**config.mk**
```make
export PLATFORM = sky130hd
export DESIGN_NAME = key_led_seq
export DESIGN_NICKNAME = d
export VERILOG_FILES = /design/src/rtl/key_led_seq.sv
export SDC_FILE = /design/constraint.sdc
export NUM_CORES = 1
export LEC_CHECK = 0
export CAP_MARGIN = 25
export CORE_ASPECT_RATIO = 1.1
export CORE_UTILIZATION = 45
export CTS_CLUSTER_DIAMETER = 100
export DETAILED_ROUTE_END_ITERATION = 8
export PLACE_DENSITY_LB_ADDON = 0.3
export SLEW_MARGIN = 20
export SYNTH_ARGS = -nofsm -noshare
export SYNTH_HDL_FRONTEND = slang
export SYNTH_SLANG_ARGS = --single-unit
```
**constraint.sdc**
```tcl
create_clock -name clk -period 2.99 [get_ports clk]
set_input_delay 0.897 -clock clk [delete_from_list [all_inputs] [get_ports clk]]
set_output_delay 0.897 -clock clk [all_outputs]
set_load 0.1 [all_outputs]
```
**src/rtl/key_led_seq.sv**
```systemverilog
// Two-key front end (synchroniser + debouncer) feeding a 4-mode LED pattern sequencer.
// key[0] steps the current pattern, key[1] advances the mode.
module key_led_seq #(
  parameter int LED_W           = 10,
  parameter int DEBOUNCE_CYCLES = 4,
  parameter int BLINK_PERIOD    = 8,
  parameter bit KEY_ACTIVE_LOW  = 1'b0
) (
  input  logic             clk,
  input  logic             rst,
  input  logic [1:0]       key,
  output logic [LED_W-1:0] led,
  output logic [1:0]       mode,
  output logic [1:0]       key_press
);

  localparam int CW = $clog2(DEBOUNCE_CYCLES + 1);
  localparam int TW = (BLINK_PERIOD > 1) ? $clog2(BLINK_PERIOD) : 1;

  typedef enum logic [1:0] {
    MODE_COUNT = 2'd0,
    MODE_SHIFT = 2'd1,
    MODE_FILL  = 2'd2,
    MODE_BLINK = 2'd3
  } mode_t;

  logic [1:0]       key_fix;
  logic [1:0]       sync_meta;
  logic [1:0]       sync_s;
  logic [1:0]       deb;
  logic [1:0]       deb_prev;
  logic [CW-1:0]    deb_cnt [2];
  logic [TW-1:0]    timer_q, timer_d;
  logic [LED_W-1:0] led_d;
  mode_t            state_q, state_d;

  assign key_fix = KEY_ACTIVE_LOW ? ~key : key;

  always_ff @(posedge clk) begin
    if (rst) begin
      sync_meta <= '0;
      sync_s    <= '0;
      deb       <= '0;
      deb_prev  <= '0;
      for (int i = 0; i < 2; i++) deb_cnt[i] <= '0;
    end else begin
      sync_meta <= key_fix;
      sync_s    <= sync_meta;
      deb_prev  <= deb;
      // A change is accepted only after it has persisted for DEBOUNCE_CYCLES edges
      for (int i = 0; i < 2; i++) begin
        if (sync_s[i] == deb[i]) begin
          deb_cnt[i] <= '0;
        end else if (deb_cnt[i] == CW'(DEBOUNCE_CYCLES - 1)) begin
          deb[i]     <= sync_s[i];
          deb_cnt[i] <= '0;
        end else begin
          deb_cnt[i] <= deb_cnt[i] + CW'(1);
        end
      end
    end
  end

  assign key_press = deb & ~deb_prev;

  always_ff @(posedge clk) begin
    if (rst) begin
      state_q <= MODE_COUNT;
      led     <= '0;
      timer_q <= '0;
    end else begin
      state_q <= state_d;
      led     <= led_d;
      timer_q <= timer_d;
    end
  end

  // Mode press has priority; blink mode ignores step presses and free-runs its timer
  always_comb begin
    state_d = state_q;
    led_d   = led;
    timer_d = timer_q;
    if (key_press[1]) begin
      state_d = mode_t'(state_q + 2'd1);
      timer_d = '0;
      case (state_d)
        MODE_SHIFT: led_d = LED_W'(1);
        MODE_BLINK: led_d = '1;
        default:    led_d = '0;
      endcase
    end else if (state_q == MODE_BLINK) begin
      if (timer_q == TW'(BLINK_PERIOD - 1)) begin
        timer_d = '0;
        led_d   = ~led;
      end else begin
        timer_d = timer_q + TW'(1);
      end
    end else if (key_press[0]) begin
      case (state_q)
        MODE_COUNT: led_d = led + LED_W'(1);
        MODE_SHIFT: led_d = {led[LED_W-2:0], led[LED_W-1]};
        MODE_FILL:  led_d = (&led) ? '0 : {led[LED_W-2:0], 1'b1};
        default:    led_d = led;
      endcase
    end
  end

  assign mode = state_q;

endmodule
```
==> flow_summary_export.csv <==
group,metric,value,unit
outcome,status,"finished, final reports clean",
detailed_routing,dr.first_iter.drc_count,95,
pwr,total_leakage_power,0.7713,nW
synthesis,avgSynthCellArea,8.806,sq um
clocking,ctsHoldBuffers,0,
critical_path,end_kind,"output pin",
clocking,cts-root-buf,"clkbuf_8",
critical_path,cp_slowest_cell,"dfxtp_1",
sta,hold_violations,0,
floorplanning,initial_core_util,46.65,%
floorplanning,ios,18,
sta,max_freq,430.6,MHz
floorplanning,die_area,4370,sq um
critical_path,crit_type,"register to output pin",
synthesis,syn_area,1849,sq um
sta,worst_clock_skew,0.007159,ns
final_layout,multi_input_area,1097,sq um
sta,setup_viol,0,
pwr,clkPwrFrac,36.6,%
detailed_routing,vias,1613,
global_route,grtUsageTotal,20.71,%
clocking,clk_latency,0.29,ns
sta,slew_viol_final,0,
pwr,peakVddDrop,304.0,uV
pwr,internal_power,0.5958,mW
synthesis,synth.distinct_cells,54,
clocking,cts.sinks,29,
clocking,clockBufferDepth,2,
critical_path,crit_chain,"nand2b_2 > inv_2 > buf_4",
global_route,antenna_found_initial,0,
global_route,grt_max_degree,22,
synthesis,ys.flop_type,"dfxtp_1",
final_layout,antenna_cells,0,
sta,finalCritPeriodShare,77.67,%
detailed_routing,drt.antenna.violating_nets,0,
critical_path,worst-path-buf-inv,2,
pwr,power_density,398.0,nW/um^2
synthesis,ys_seq_area_share,34.64,%
critical_path,critPathArrivalTime,1.43,ns
sta,period_needed,2.322,ns
synthesis,synth_enable_flop_cells,6,
final_layout,final_area,2067,sq um
place,io_buffers,17,
final_layout,final_util,52.15,%
floorplanning,die_h,69.24,microns
floorplanning,core_area,3964,sq um
detailed_routing,firstDrtPassIters,5,
floorplanning,die_w,63.12,microns
sta,fin_setup_tns,0,ns
synthesis,synth_seq_cells,29,
clocking,cts_tree,"done",
global_route,grt-ovfl-total,0,
clocking,numCtsBuffers,5,
place,pre_cts_ws,0.7830,ns
detailed_routing,routed_wl,4.047,mm
final_layout,drive_above_1_share,14.60,%
final_layout,nFillCells,410,
sta,setup_ws,0.6677,ns
critical_path,path_delay_family,"buffers and inverters",
sta,tightest_slew,0.5556,ns
clocking,ctsHtreeMaxLevel,2,
final_layout,fin_nets,241,
global_route,grt_first_pass_wirelength,6.969,mm
synthesis,syn_inst,210,
critical_path,cp_max_fo,14,
floorplanning,num_rows,24,
final_layout,syn_to_final_growth,11.77,%
pwr,sw_frac_of_total,27.58,%
detailed_routing,drc,0,
critical_path,cp.required,2.09,ns
pwr,p_switching,0.2269,mW
critical_path,cp-start-kind,"register",
place,dpl-instance-area,1987,sq um
pwr,p_comb_share,11.4,%
clocking,postCtsSetupRepairBufs,0,
critical_path,max_stage_delay,0.42,ns
synthesis,synthArstFlopShare,0,%
sta,slew_headroom,62.80,%
detailed_routing,vias_per_cell,5.802,
pwr,seqPwrFrac,52.0,%
clocking,clk_pin_slew_worst_paths,0.06,ns
worst_hold_path,hp-class,"register to register",
global_route,first_global_vias,1475,
synthesis,synth_warnings,0,
place,place_hpwl,2.821,mm
place,gp_congestion,0.8467,
sta,rsz0062_at_grt,"no",
final_layout,ff_latch_area,640.6,sq um
clocking,post_cts_resized,0,
job,maxCapViolations,0,
detailed_routing,wl_per_cell,14.56,microns
state kept, by name, indices dropped and copies added, names as in the netlist:
register / cells
deb: 2
deb_cnt: 6
deb_prev: 2
led: 10
mode: 2
sync_meta: 2
sync_s: 2
timer_q: 3
cell families after synthesis:
family	Yosys count	share of synthesized area, %
muxes	5	2.774
adders and majority gates	11	7.442
DFF	29	34.64
buffers and inverters	25	7.036
other	1	0.2028
and+or+nand+nor	76	22.33
AOI/OAI and AO/OA	57	22.73
xor gates and xnor gates	6	2.842
layout by cell type, fill, tap and decap left out, types with 2 or more instances in the layout:
master and n:
o21ai_0 5, nor2b_1 6, dfxtp_1 23, clkbuf_8 5
nand2_1 18, nor3_1 6, and4_1 3, nor2_1 18
xnor2_1 6, o211ai_1 11, ha_1 11, a31oi_1 5
nand4_1 2, or3_1 3, buf_4 15, a211oi_1 3
o31a_1 3, a2111o_1 2, nand3_1 6, inv_2 2
a21oi_2 2, and2_1 2, nand2b_1 2, edfxtp_1 6
a221oi_1 4, o21ai_1 2, a21oi_1 9, inv_1 9
clkdlybuf4s50_1 3, mux2i_1 4, conb_1 6
synth_stat cells (6+ instances only):
library cell  count  share of area, %
nor3_1            6               1.6
a21oi_1           9               2.4
nand3_1           6               1.6
xnor2_1           6               2.8
ha_1             11               7.4
nor2b_1           6               2.0
dfxtp_1          23                25
nor2_1           18               3.7
inv_1             9               1.8
nand2_1          18               3.7
o211ai_1         11               4.5
edfxtp_1          6               9.7
final cells by class:
class / instances / share of cell area (%)
Clock inverter: 2 / 0.5448
Sequential cell: 29 / 30.99
Multi-Input combinational cell: 161 / 53.09
Inverter: 11 / 1.998
Tap cell: 52 / 3.148
Timing Repair Buffer: 18 / 6.901
Clock buffer: 5 / 3.329
routing by layer:
metal | global-route usage, % | vias up | part of all wire, %
li1 | - | 796 | -
met1 | 26.08 | 760 | 46
met2 | 31.66 | 41 | 46
met3 | 5.592 | 16 | 5.3
met4 | 11.63 | 0 | 3.5
met5 | 0 | - | 0
power by group through the flow:
| stage | registers (mW) | clock network, mW | logic [mW] |
|---|---|---|---|
| floorplan | 0.462 | 0 | 0.0495 |
| global placement | 0.436 | 0 | 0.0928 |
| detailed placement | 0.436 | 0 | 0.0937 |
| CTS | 0.428 | 0.311 | 0.0938 |
| global route | 0.430 | 0.331 | 0.101 |
| finish | 0.428 | 0.301 | 0.0937 |
metrics by stage:
step | hold slack (ns) | std cells | power [mW]
after floorplan | 0.4138 | 215 | 0.5116
after detailed placement | 0.4300 | 271 | 0.5301
after global placement | 0.4147 | 271 | 0.5289
final | 0.4383 | 278 | 0.8227
after CTS | 0.4443 | 278 | 0.8326
after global routing | 0.4579 | 278 | 0.8620
path summary, 6_finish.rpt:
check / start / endpoint / slack, ns / cells past startpoint
max: deb[1] / key_press[1] / 0.67 / 3
min: sync_meta[1] / sync_s[1] / 0.44 / 1
max reg2reg: mode[0] / led[1] / 0.80 / 6
min reg2reg: sync_meta[1] / sync_s[1] / 0.44 / 1
Note: power is estimated with default switching activity, not from simulation.
==> patch: new RTL, same settings <==
Put one more register stage on the output `led`. The value now appears one clock later. The other outputs are not delayed to match.
--- a/src/rtl/key_led_seq.sv
+++ b/src/rtl/key_led_seq.sv
@@ -25,2 +25,4 @@
   } mode_t;
+
+  logic [LED_W-1:0] led_s0;
 
@@ -68,3 +70,3 @@
       state_q <= MODE_COUNT;
-      led     <= '0;
+      led_s0  <= '0;
       timer_q <= '0;
@@ -72,3 +74,3 @@
       state_q <= state_d;
-      led     <= led_d;
+      led_s0  <= led_d;
       timer_q <= timer_d;
@@ -80,3 +82,3 @@
     state_d = state_q;
-    led_d   = led;
+    led_d   = led_s0;
     timer_d = timer_q;
@@ -93,3 +95,3 @@
         timer_d = '0;
-        led_d   = ~led;
+        led_d   = ~led_s0;
       end else begin
@@ -99,6 +101,6 @@
       case (state_q)
-        MODE_COUNT: led_d = led + LED_W'(1);
-        MODE_SHIFT: led_d = {led[LED_W-2:0], led[LED_W-1]};
-        MODE_FILL:  led_d = (&led) ? '0 : {led[LED_W-2:0], 1'b1};
-        default:    led_d = led;
+        MODE_COUNT: led_d = led_s0 + LED_W'(1);
+        MODE_SHIFT: led_d = {led_s0[LED_W-2:0], led_s0[LED_W-1]};
+        MODE_FILL:  led_d = (&led_s0) ? '0 : {led_s0[LED_W-2:0], 1'b1};
+        default:    led_d = led_s0;
       endcase
@@ -109,2 +111,6 @@
 
+  always_ff @(posedge clk) begin
+    led <= led_s0;
+  end
+
 endmodule
Formal check against the unedited RTL: not equivalent (Yosys sat finds a counterexample within 10 cycles, from zero or initial values and one cycle with rst high).
==> patch against the unedited design <==
- design area increased by 11%
- synthesized area increased by 13%
- total power increased by 17%
- worst setup slack got worse by 0.0058 ns
- wire length decreased by 0.47%
- sequential cell count increased by 10
- non-clock buffer count increased by 2
- fmax decreased by 0.25%
- register-to-register slack improved by 0.09 ns
- clock skew increased by 0.00064 ns
- critical path type unchanged
- critical endpoint unchanged
- largest cell class unchanged
==> patch: results (changes against the unedited design) <==
run status completed; warnings from Yosys 0 (unchanged); synthesized-area fraction occupied by ao, oa, aoi and oai cells 19.30% (-3.4 points); Num CTS Buffers 5 (unchanged); actual slew at the worst max-slew pin 0.5148 ns (-0.04074 ns); leakage 0.8378 nW (+8.6%); Starting DRT DRC Count 90 (-5.3%); overall via count from detail_route 1,565 (-3.0%); worst IR drop on VDD 0.1705 mV (-44%); proportion of synthesized chip area in sequential cells 40.41% (+5.8 points); M1 GR Usage 22.92% (-3.2 points); Int Pwr 723.4 uW (+21%); GR met2 Demand/Resource 29.52% (-2.1 points); weighted congestion reported at the end of routability-driven placement 0.7943 (-6.2%); routed length on met2 1.858 mm (+0.54%); maximum fanout encountered on the critical timing path 11 (-3); dpl hpwl 2.780 mm (-1.4%); cell count after synthesis 215 (+2.4%); worst hold slack 0.4424 ns (+0.004028 ns); cell area after placement 2213 um2 (+11%); wire length on met1 1.870 mm (+1.5%); largest net degree at the start of global routing 14 (-36%); total setup buffers inserted after CTS 0 (unchanged); power in the clock group 347 uW (+15%); layout net count 248 (+2.9%); PnR Total Power 962.6 uW (+17%); list of most frequent post-synthesis cells dfxtp_1 (33), nor2_1 (18), nand2_1 (15), a21oi_1 (12); stage delay of the slowest cell on the critical path 0.45 ns (+0.03 ns); global-route wire length before repair 6.603 mm (-5.3%); biggest registers after layout led (10), led_s0 (10), deb_cnt (6); number of distinct library cell variants in the gate-level netlist after synthesis 57 (+5.6%); maximum operating frequency 429.5 MHz (-0.25%); GR Util met3 4.193% (-1.4 points); All-Layer GR Usage 18.51% (-2.2 points); final cell count without fillers 288 (+3.6%); worst reg2reg setup slack 0.89 ns (+0.09 ns); total wire length after detailed routing 4.028 mm (-0.47%); Placed Instances 280 (+3.3%); detailed-routed wire length on met3 196 um (-8.0%); Seq group 552 uW (+29%); multiplexer fraction of the synthesized cell area 2.405% (-0.37 points); most area-consuming cells after synthesis dfxtp_1 (32%), edfxtp_1 (8.7%), ha_1 (6.6%), buf_6 (3.8%), nor2_1 (3.2%); Final Skew 0.007797 ns (+0.0006381 ns)
[patch: cell count changes after synthesis, moves of 3 or more]
| cell | before | now |
|---|---|---|
| nand3_1 | 6 | 10 |
| buf_2 | 5 | 1 |
| o211ai_1 | 11 | 3 |
| dfxtp_1 | 23 | 33 |
| a21oi_1 | 9 | 12 |
| buf_6 | 3 | 7 |
| a31oi_1 | 5 | 0 |
| nand2_1 | 18 | 15 |
| and4_1 | 3 | 0 |
| a211oi_1 | 3 | 6 |
| o21ai_0 | 5 | 2 |
[patch: final cells by class]
type | count | area [um2]
fillers | 427 | 2082
multi-input cells | 154 | 1099
flip-flops and latches | 39 | 840.8
repair buffers | 20 | 157.7
clock buffers | 5 | 68.82
well taps | 54 | 67.56
inverters | 13 | 48.80
clock inverters | 3 | 15.01
[patch: cells by family after synthesis]
kind of cell | count (synthesis)
AO/OA/AOI/OAI | 48
XOR/XNOR | 7
adder cells (fa/ha/maj) | 11
buffers and inverters | 27
flip-flops | 39
multiplexers | 5
other | 1
AND/OR/NAND/NOR | 77
